[src/rtl/telemetry_framer.sv]
// Telemetry frame builder: snapshots channel words and streams SYNC, seq, count,
// per-channel index/data bytes and an XOR checksum to a byte-wide transmitter.
module telemetry_framer #(
  parameter int unsigned NUM_CH   = 8,
  parameter int unsigned CH_BYTES = 2,
  parameter logic [7:0]  SYNC     = 8'hA5,
  parameter int unsigned PERIOD   = 500000
) (
  input  logic                         clk,
  input  logic                         rst,
  input  logic                         mode,
  input  logic                         start,
  input  logic [NUM_CH*CH_BYTES*8-1:0] ch_data,
  input  logic [NUM_CH-1:0]            ch_mask,
  output logic [7:0]                   tx_data,
  output logic                         new_tx_data,
  input  logic                         tx_busy,
  input  logic                         tx_block,
  output logic                         frame_active,
  output logic                         frame_done,
  output logic [7:0]                   seq,
  output logic                         overrun
);

  localparam int unsigned WB = CH_BYTES * 8;
  localparam int unsigned CW = $clog2(NUM_CH + 1);
  localparam int unsigned BW = (CH_BYTES > 1) ? $clog2(CH_BYTES) : 1;
  localparam int unsigned PW = $clog2(PERIOD);

  typedef enum logic [2:0] {IDLE, SNAP, SEND, WAIT, NEXT, DONE} state_t;
  typedef enum logic [2:0] {P_SYNC, P_SEQ, P_CNT, P_IDX, P_DATA, P_SCAN, P_CSUM} phase_t;

  state_t                   state, state_n;
  phase_t                   phase;
  logic [CW-1:0]            ch;
  logic [BW-1:0]            bidx;
  logic [7:0]               csum;
  logic                     pending;
  logic [PW-1:0]            per_cnt;
  logic [NUM_CH*WB-1:0]     data_q;
  logic [NUM_CH-1:0]        mask_q;

  logic                     ch_en;
  logic [WB-1:0]            ch_word;
  logic [7:0]               data_byte;
  logic [7:0]               mask_cnt;
  logic [7:0]               cur_byte;
  logic                     accept;
  logic                     last_byte;
  logic                     scan_end;
  logic                     per_wrap;
  logic                     req;
  logic                     take;

  // Channel/byte selection from the snapshot copies only
  always_comb begin
    ch_en     = 1'b0;
    ch_word   = '0;
    data_byte = '0;
    mask_cnt  = '0;
    for (int unsigned k = 0; k < NUM_CH; k++) begin
      if (ch == CW'(k)) begin
        ch_en   = mask_q[k];
        ch_word = data_q[k*WB +: WB];
      end
      mask_cnt = mask_cnt + 8'(mask_q[k]);
    end
    for (int unsigned b = 0; b < CH_BYTES; b++) begin
      if (bidx == BW'(b)) data_byte = ch_word[(CH_BYTES-1-b)*8 +: 8];
    end
  end

  always_comb begin
    case (phase)
      P_SYNC:  cur_byte = SYNC;
      P_SEQ:   cur_byte = seq;
      P_CNT:   cur_byte = mask_cnt;
      P_IDX:   cur_byte = 8'(ch);
      P_DATA:  cur_byte = data_byte;
      P_CSUM:  cur_byte = csum;
      default: cur_byte = 8'h00;
    endcase
  end

  assign accept    = (state == SEND) && !tx_busy && !tx_block;
  assign last_byte = (bidx == BW'(CH_BYTES - 1));
  assign scan_end  = (ch == CW'(NUM_CH));
  assign per_wrap  = (per_cnt == PW'(PERIOD - 1));
  assign req       = mode ? start : per_wrap;
  assign take      = (state == IDLE) && pending;

  always_ff @(posedge clk or posedge rst) begin
    if (rst) state <= IDLE;
    else     state <= state_n;
  end

  always_comb begin
    state_n = state;
    case (state)
      IDLE: if (pending) state_n = SNAP;
      SNAP: state_n = SEND;
      SEND: if (accept) state_n = WAIT;
      WAIT: if (!tx_busy) state_n = NEXT;
      NEXT: begin
        case (phase)
          P_CNT:   state_n = NEXT;
          P_DATA:  state_n = last_byte ? NEXT : SEND;
          P_SCAN:  state_n = (scan_end || ch_en) ? SEND : NEXT;
          P_CSUM:  state_n = DONE;
          default: state_n = SEND;
        endcase
      end
      DONE:    state_n = IDLE;
      default: state_n = IDLE;
    endcase
  end

  always_comb begin
    tx_data      = (state == SEND) ? cur_byte : 8'h00;
    new_tx_data  = accept;
    frame_active = (state == SNAP) || (state == SEND) || (state == WAIT) || (state == NEXT);
    frame_done   = (state == DONE);
  end

  // Byte pointer advances in NEXT; disabled channels cost one NEXT cycle each
  always_ff @(posedge clk or posedge rst) begin
    if (rst) begin
      phase  <= P_SYNC;
      ch     <= '0;
      bidx   <= '0;
      csum   <= '0;
      seq    <= '0;
      data_q <= '0;
      mask_q <= '0;
    end else begin
      case (state)
        SNAP: begin
          data_q <= ch_data;
          mask_q <= ch_mask;
          phase  <= P_SYNC;
          ch     <= '0;
          bidx   <= '0;
          csum   <= '0;
        end
        SEND: if (accept && phase != P_SYNC && phase != P_CSUM) csum <= csum ^ cur_byte;
        NEXT: begin
          case (phase)
            P_SYNC: phase <= P_SEQ;
            P_SEQ:  phase <= P_CNT;
            P_CNT: begin
              ch    <= '0;
              phase <= P_SCAN;
            end
            P_IDX: begin
              bidx  <= '0;
              phase <= P_DATA;
            end
            P_DATA: begin
              if (last_byte) begin
                ch    <= ch + 1'b1;
                phase <= P_SCAN;
              end else begin
                bidx <= bidx + 1'b1;
              end
            end
            P_SCAN: begin
              if (scan_end)   phase <= P_CSUM;
              else if (ch_en) phase <= P_IDX;
              else            ch    <= ch + 1'b1;
            end
            default: phase <= phase;
          endcase
        end
        DONE:    seq <= seq + 8'd1;
        default: ;
      endcase
    end
  end

  // A request landing in the same cycle the pending one is consumed is kept
  always_ff @(posedge clk or posedge rst) begin
    if (rst) begin
      pending <= 1'b0;
      overrun <= 1'b0;
      per_cnt <= '0;
    end else begin
      per_cnt <= per_wrap ? '0 : per_cnt + 1'b1;
      if (req) begin
        if (pending && !take) overrun <= 1'b1;
        else                  pending <= 1'b1;
      end else if (take) begin
        pending <= 1'b0;
      end
    end
  end

endmodule
[config.mk]
export PLATFORM = sky130hd
export DESIGN_NAME = telemetry_framer
export DESIGN_NICKNAME = d
export VERILOG_FILES = /design/src/rtl/telemetry_framer.sv
export SDC_FILE = /design/constraint.sdc
export NUM_CORES = 1
export LEC_CHECK = 0
export BUFFER_PORTS_ARGS = -buffer_cell sky130_fd_sc_hd__clkbuf_2
export CORE_MARGIN = 3
export CORE_UTILIZATION = 40
export CTS_CLUSTER_SIZE = 40
export DETAILED_ROUTE_END_ITERATION = 10
export GPL_TIMING_DRIVEN = 0
export PLACE_DENSITY_LB_ADDON = 0.25
export SLEW_MARGIN = 20
export SYNTH_ARGS = -nofsm -noshare
export SYNTH_HDL_FRONTEND = slang
export SYNTH_SLANG_ARGS = --single-unit
[constraint.sdc]
create_clock -name clk -period 8.2 [get_ports clk]
set_input_delay 1.64 -clock clk [delete_from_list [all_inputs] [get_ports clk]]
set_output_delay 1.64 -clock clk [all_outputs]
set_load 0.005 [all_outputs]
==> PnR_summary.wiki <==
{| class="wikitable"
! Metric !! Value
|-
| Worst-case hold slack || 0.469 ns
|-
| Time the worst path needs with I/O delays and setup || 5.80 ns
|-
| Wire length after detailed routing || 30.0 mm
|-
| Clock tree from TritonCTS || built
|-
| Crit path arrival time || 4.16 ns
|-
| DPL Wire Length || 22.6 mm
|-
| Final Wtd Congestion || 0.927
|-
| Sequential share of the synthesized area || 48.2%
|-
| Unrepaired setup endpoints after global routing || false
|-
| Crit path launch type || flop
|-
| LEAKAGE || 5.70 nW
|-
| Area of the die || 25800 um2
|-
| Synthesized cell area || 9560 um2
|-
| Number of cells in the design after placement || 1604
|-
| Clock root cell || clkbuf_16
|-
| Run status || finished clean
|-
| Number of levels in the clock H-tree || 4
|-
| Mean post-synth cell area || 8.46 um2
|-
| Most instantiated flip-flop cell in the synthesis netlist || dfrtp_1
|-
| Count of buffers from port buffering || 161
|-
| Most used cells in the layout excluding fill and tap cells || 436 x nand2_1, 184 x dfrtp_1, 161 x clkbuf_2, 49 x nor2_1, 45 x o21ai_0
|-
| Net count reported at finish || 1465
|-
| Worst reg2reg setup slack || 4.26 ns
|-
| Top-level I/O count || 162
|-
| Most frequent standard cell in the layout excluding fill and tap cells || nand2_1
|-
| Fill cell count || 2248
|-
| DRC violations left || 0
|-
| Number of setup buffers added after CTS || 0
|-
| Max VDD drop || 0.000157 V
|-
| Cts repair resizes || 0
|-
| Post-synth ARST share || 100%
|-
| Antenna violations before repair || 0
|-
| Pin count of the biggest net entering global routing || 104
|-
| P per Cell Area || 325 nW/um2
|-
| Layout area overhead || 19.2%
|-
| TritonCTS Buffers || 17
|-
| Post-DR wirelength/cell || 18.4 um
|-
| Chip width || 161 um
|-
| Max-cap violation count || 0
|-
| Maximum fanout count along the critical path || 3
|-
| Hold violation count in the final report || 0
|-
| Area of the placeable core || 23100 um2
|-
| Rel. slew slack || 44.7%
|-
| Vias in the first global route || 8386
|-
| Flops & latches, synth || 184
|-
| Worst setup skew after layout || 0.0113 ns
|-
| Post-Place Cell Area || 10800 um2
|-
| Mapped Cells || 1129
|-
| Worst-path clk slew || 0.07 ns
|-
| Count of clock tree sinks || 184
|-
| Hold Path Class || flop to flop
|-
| Share of final-layout standard cells stronger than drive strength 1 || 19.5%
|-
| Fin area || 11400 um2
|-
| Vertical die dimension || 161 um
|-
| Total inserted antenna cells || 0
|-
| Longest Clk Path Bufs || 2
|-
| Overall track demand over capacity in global routing || 23.1%
|-
| First DRT Iteration DRCs || 923
|-
| Wire length of the first global-routing pass || 46.5 mm
|-
| WS Path Type || flop to primary output
|-
| Multi-input logic area || 4480 um2
|-
| Fmax || 172 MHz
|-
| Sort of element at the end of the critical path || primary output
|-
| Final Total Pwr || 3.71 mW
|-
| Setup Total Neg Slack || 0 ns
|-
| Clock latency of the later-clocked register in the worst-skew pair || 0.44 ns
|-
| Worst EP required || 6.56 ns
|-
| Minimum setup slack in the final design || 2.40 ns
|-
| Count of flip-flops with a built-in enable after synthesis || 0
|-
| Post-Syn Nets || 1284
|-
| Share of the cycle needed by the critical path after routing || 70.7%
|-
| Final global-route overflow total || 0
|-
| Slew at the pin closest to its max-slew limit || 0.828 ns
|-
| Seq. cell area || 4600 um2
|-
| Final Instance Count excl. Fillers || 1636
|-
| Starting utilization of the core area || 41.5%
|-
| Final cell utilization of the core || 49.4%
|-
| Final number of max-transition violations || 0
|-
| Netlist cell types || 78
|-
| Row Count || 55
|-
| Number of detailed-routing iterations run before antenna repair || 6
|-
| Via density || 5.37
|-
| Number of warning messages in the yosys log || 0
|-
| Worst slack at placement || 2.96 ns
|-
| Routed Antenna Nets || 0
|-
| Number of endpoints failing setup at the final stage || 0
|-
| Via count || 8793
|-
| Post-CTS Hold Buffers || 0
|}
[power by group]
group          switching (mW)  total (mW)  internal (mW)
registers               0.268        1.53           1.27
clock network           0.399       0.863          0.463
logic                   0.793        1.31          0.518
[final cells by class]
type,instances,area share [%]
plain buffers,70,3.33
clock buffers,17,3.73
clock inverters,15,1.58
inverters,26,0.922
multi-input cells,849,39.3
flip-flops and latches,184,40.4
well taps,313,3.44
repair buffers,162,7.31
[flip-flops by register name, indices dropped and copies added, names as in the netlist]
| register | count |
|---|---|
| data_q | 128 |
| phase | 3 |
| overrun | 1 |
| mask_q | 8 |
| csum | 8 |
| ch | 4 |
| seq | 8 |
| pending | 1 |
| bidx | 1 |
| per_cnt | 19 |
| state | 3 |
[layer usage]
metal / share of wire, % / wire, um / vias up / GRT usage, %
li1: - / - / 4156 / -
met1: 45 / 13600 / 4247 / 33.4
met2: 45 / 13600 / 355 / 35.9
met3: 7.6 / 2290 / 35 / 4.51
met4: 1.8 / 536 / 0 / 5.96
met5: 0 / 0 / - / 0
[worst max-delay path: stages, from the launching register on]
cell and delay, ns:
dfrtp_1 0.36, inv_1 0.07, fa_1 0.55, fa_1 0.44, fa_1 0.50, inv_1 0.04
ha_1 0.20, fa_1 0.46, mux2_2 0.27, a21oi_1 0.21, o221ai_1 0.20, nor2_1 0.24
nor2_1 0.07, clkbuf_2 0.11
[cells in the mapped netlist, types with 5 or more instances]
library cell    n  share of area [%]
nand2_1       436                 17
dfrtp_1       184                 48
nor2_1         49                1.9
o21ai_0        45                2.4
a21oi_1        42                2.2
clkbuf_1       35                1.4
nand3_1        29                1.5
inv_1          22               0.86
buf_2          17               0.89
xnor2_1        17                1.6
a31oi_1        14               0.92
and3_1         13               0.85
nor2b_1        13               0.85
nor3_1         12               0.63
o22ai_1        11               0.72
a22oi_1        10               0.79
buf_6           9                1.1
ha_1            9                1.2
xor2_1          9               0.82
or3_1           8               0.52
a211o_1         7               0.64
mux2i_1         7               0.73
o221a_2         7               0.82
a221o_1         6               0.63
a22o_1          6               0.55
nand2b_1        6               0.39
o211ai_1        6               0.47
a211oi_1        5               0.39
buf_1           5               0.20
[final timing paths]
path,start,to,cells after the start
max,mask_q[0],tx_data[1],13
min,per_cnt[0],per_cnt[0],1
max reg2reg,mask_q[0],csum[1],12
min reg2reg,per_cnt[0],per_cnt[0],1
max in group asynchronous,rst,ch[3],3
min in group asynchronous,rst,overrun,2
[logic make-up after synthesis]
logic type | count (synthesis) | synth area share, %
xor+xnor | 26 | 2.38
buf+inv | 96 | 4.99
simple gates | 592 | 26.1
fa+ha+maj | 13 | 2.02
mux | 9 | 0.969
compound gates | 209 | 15.4
flops | 184 | 48.2
(Power assumes the default switching activity.)
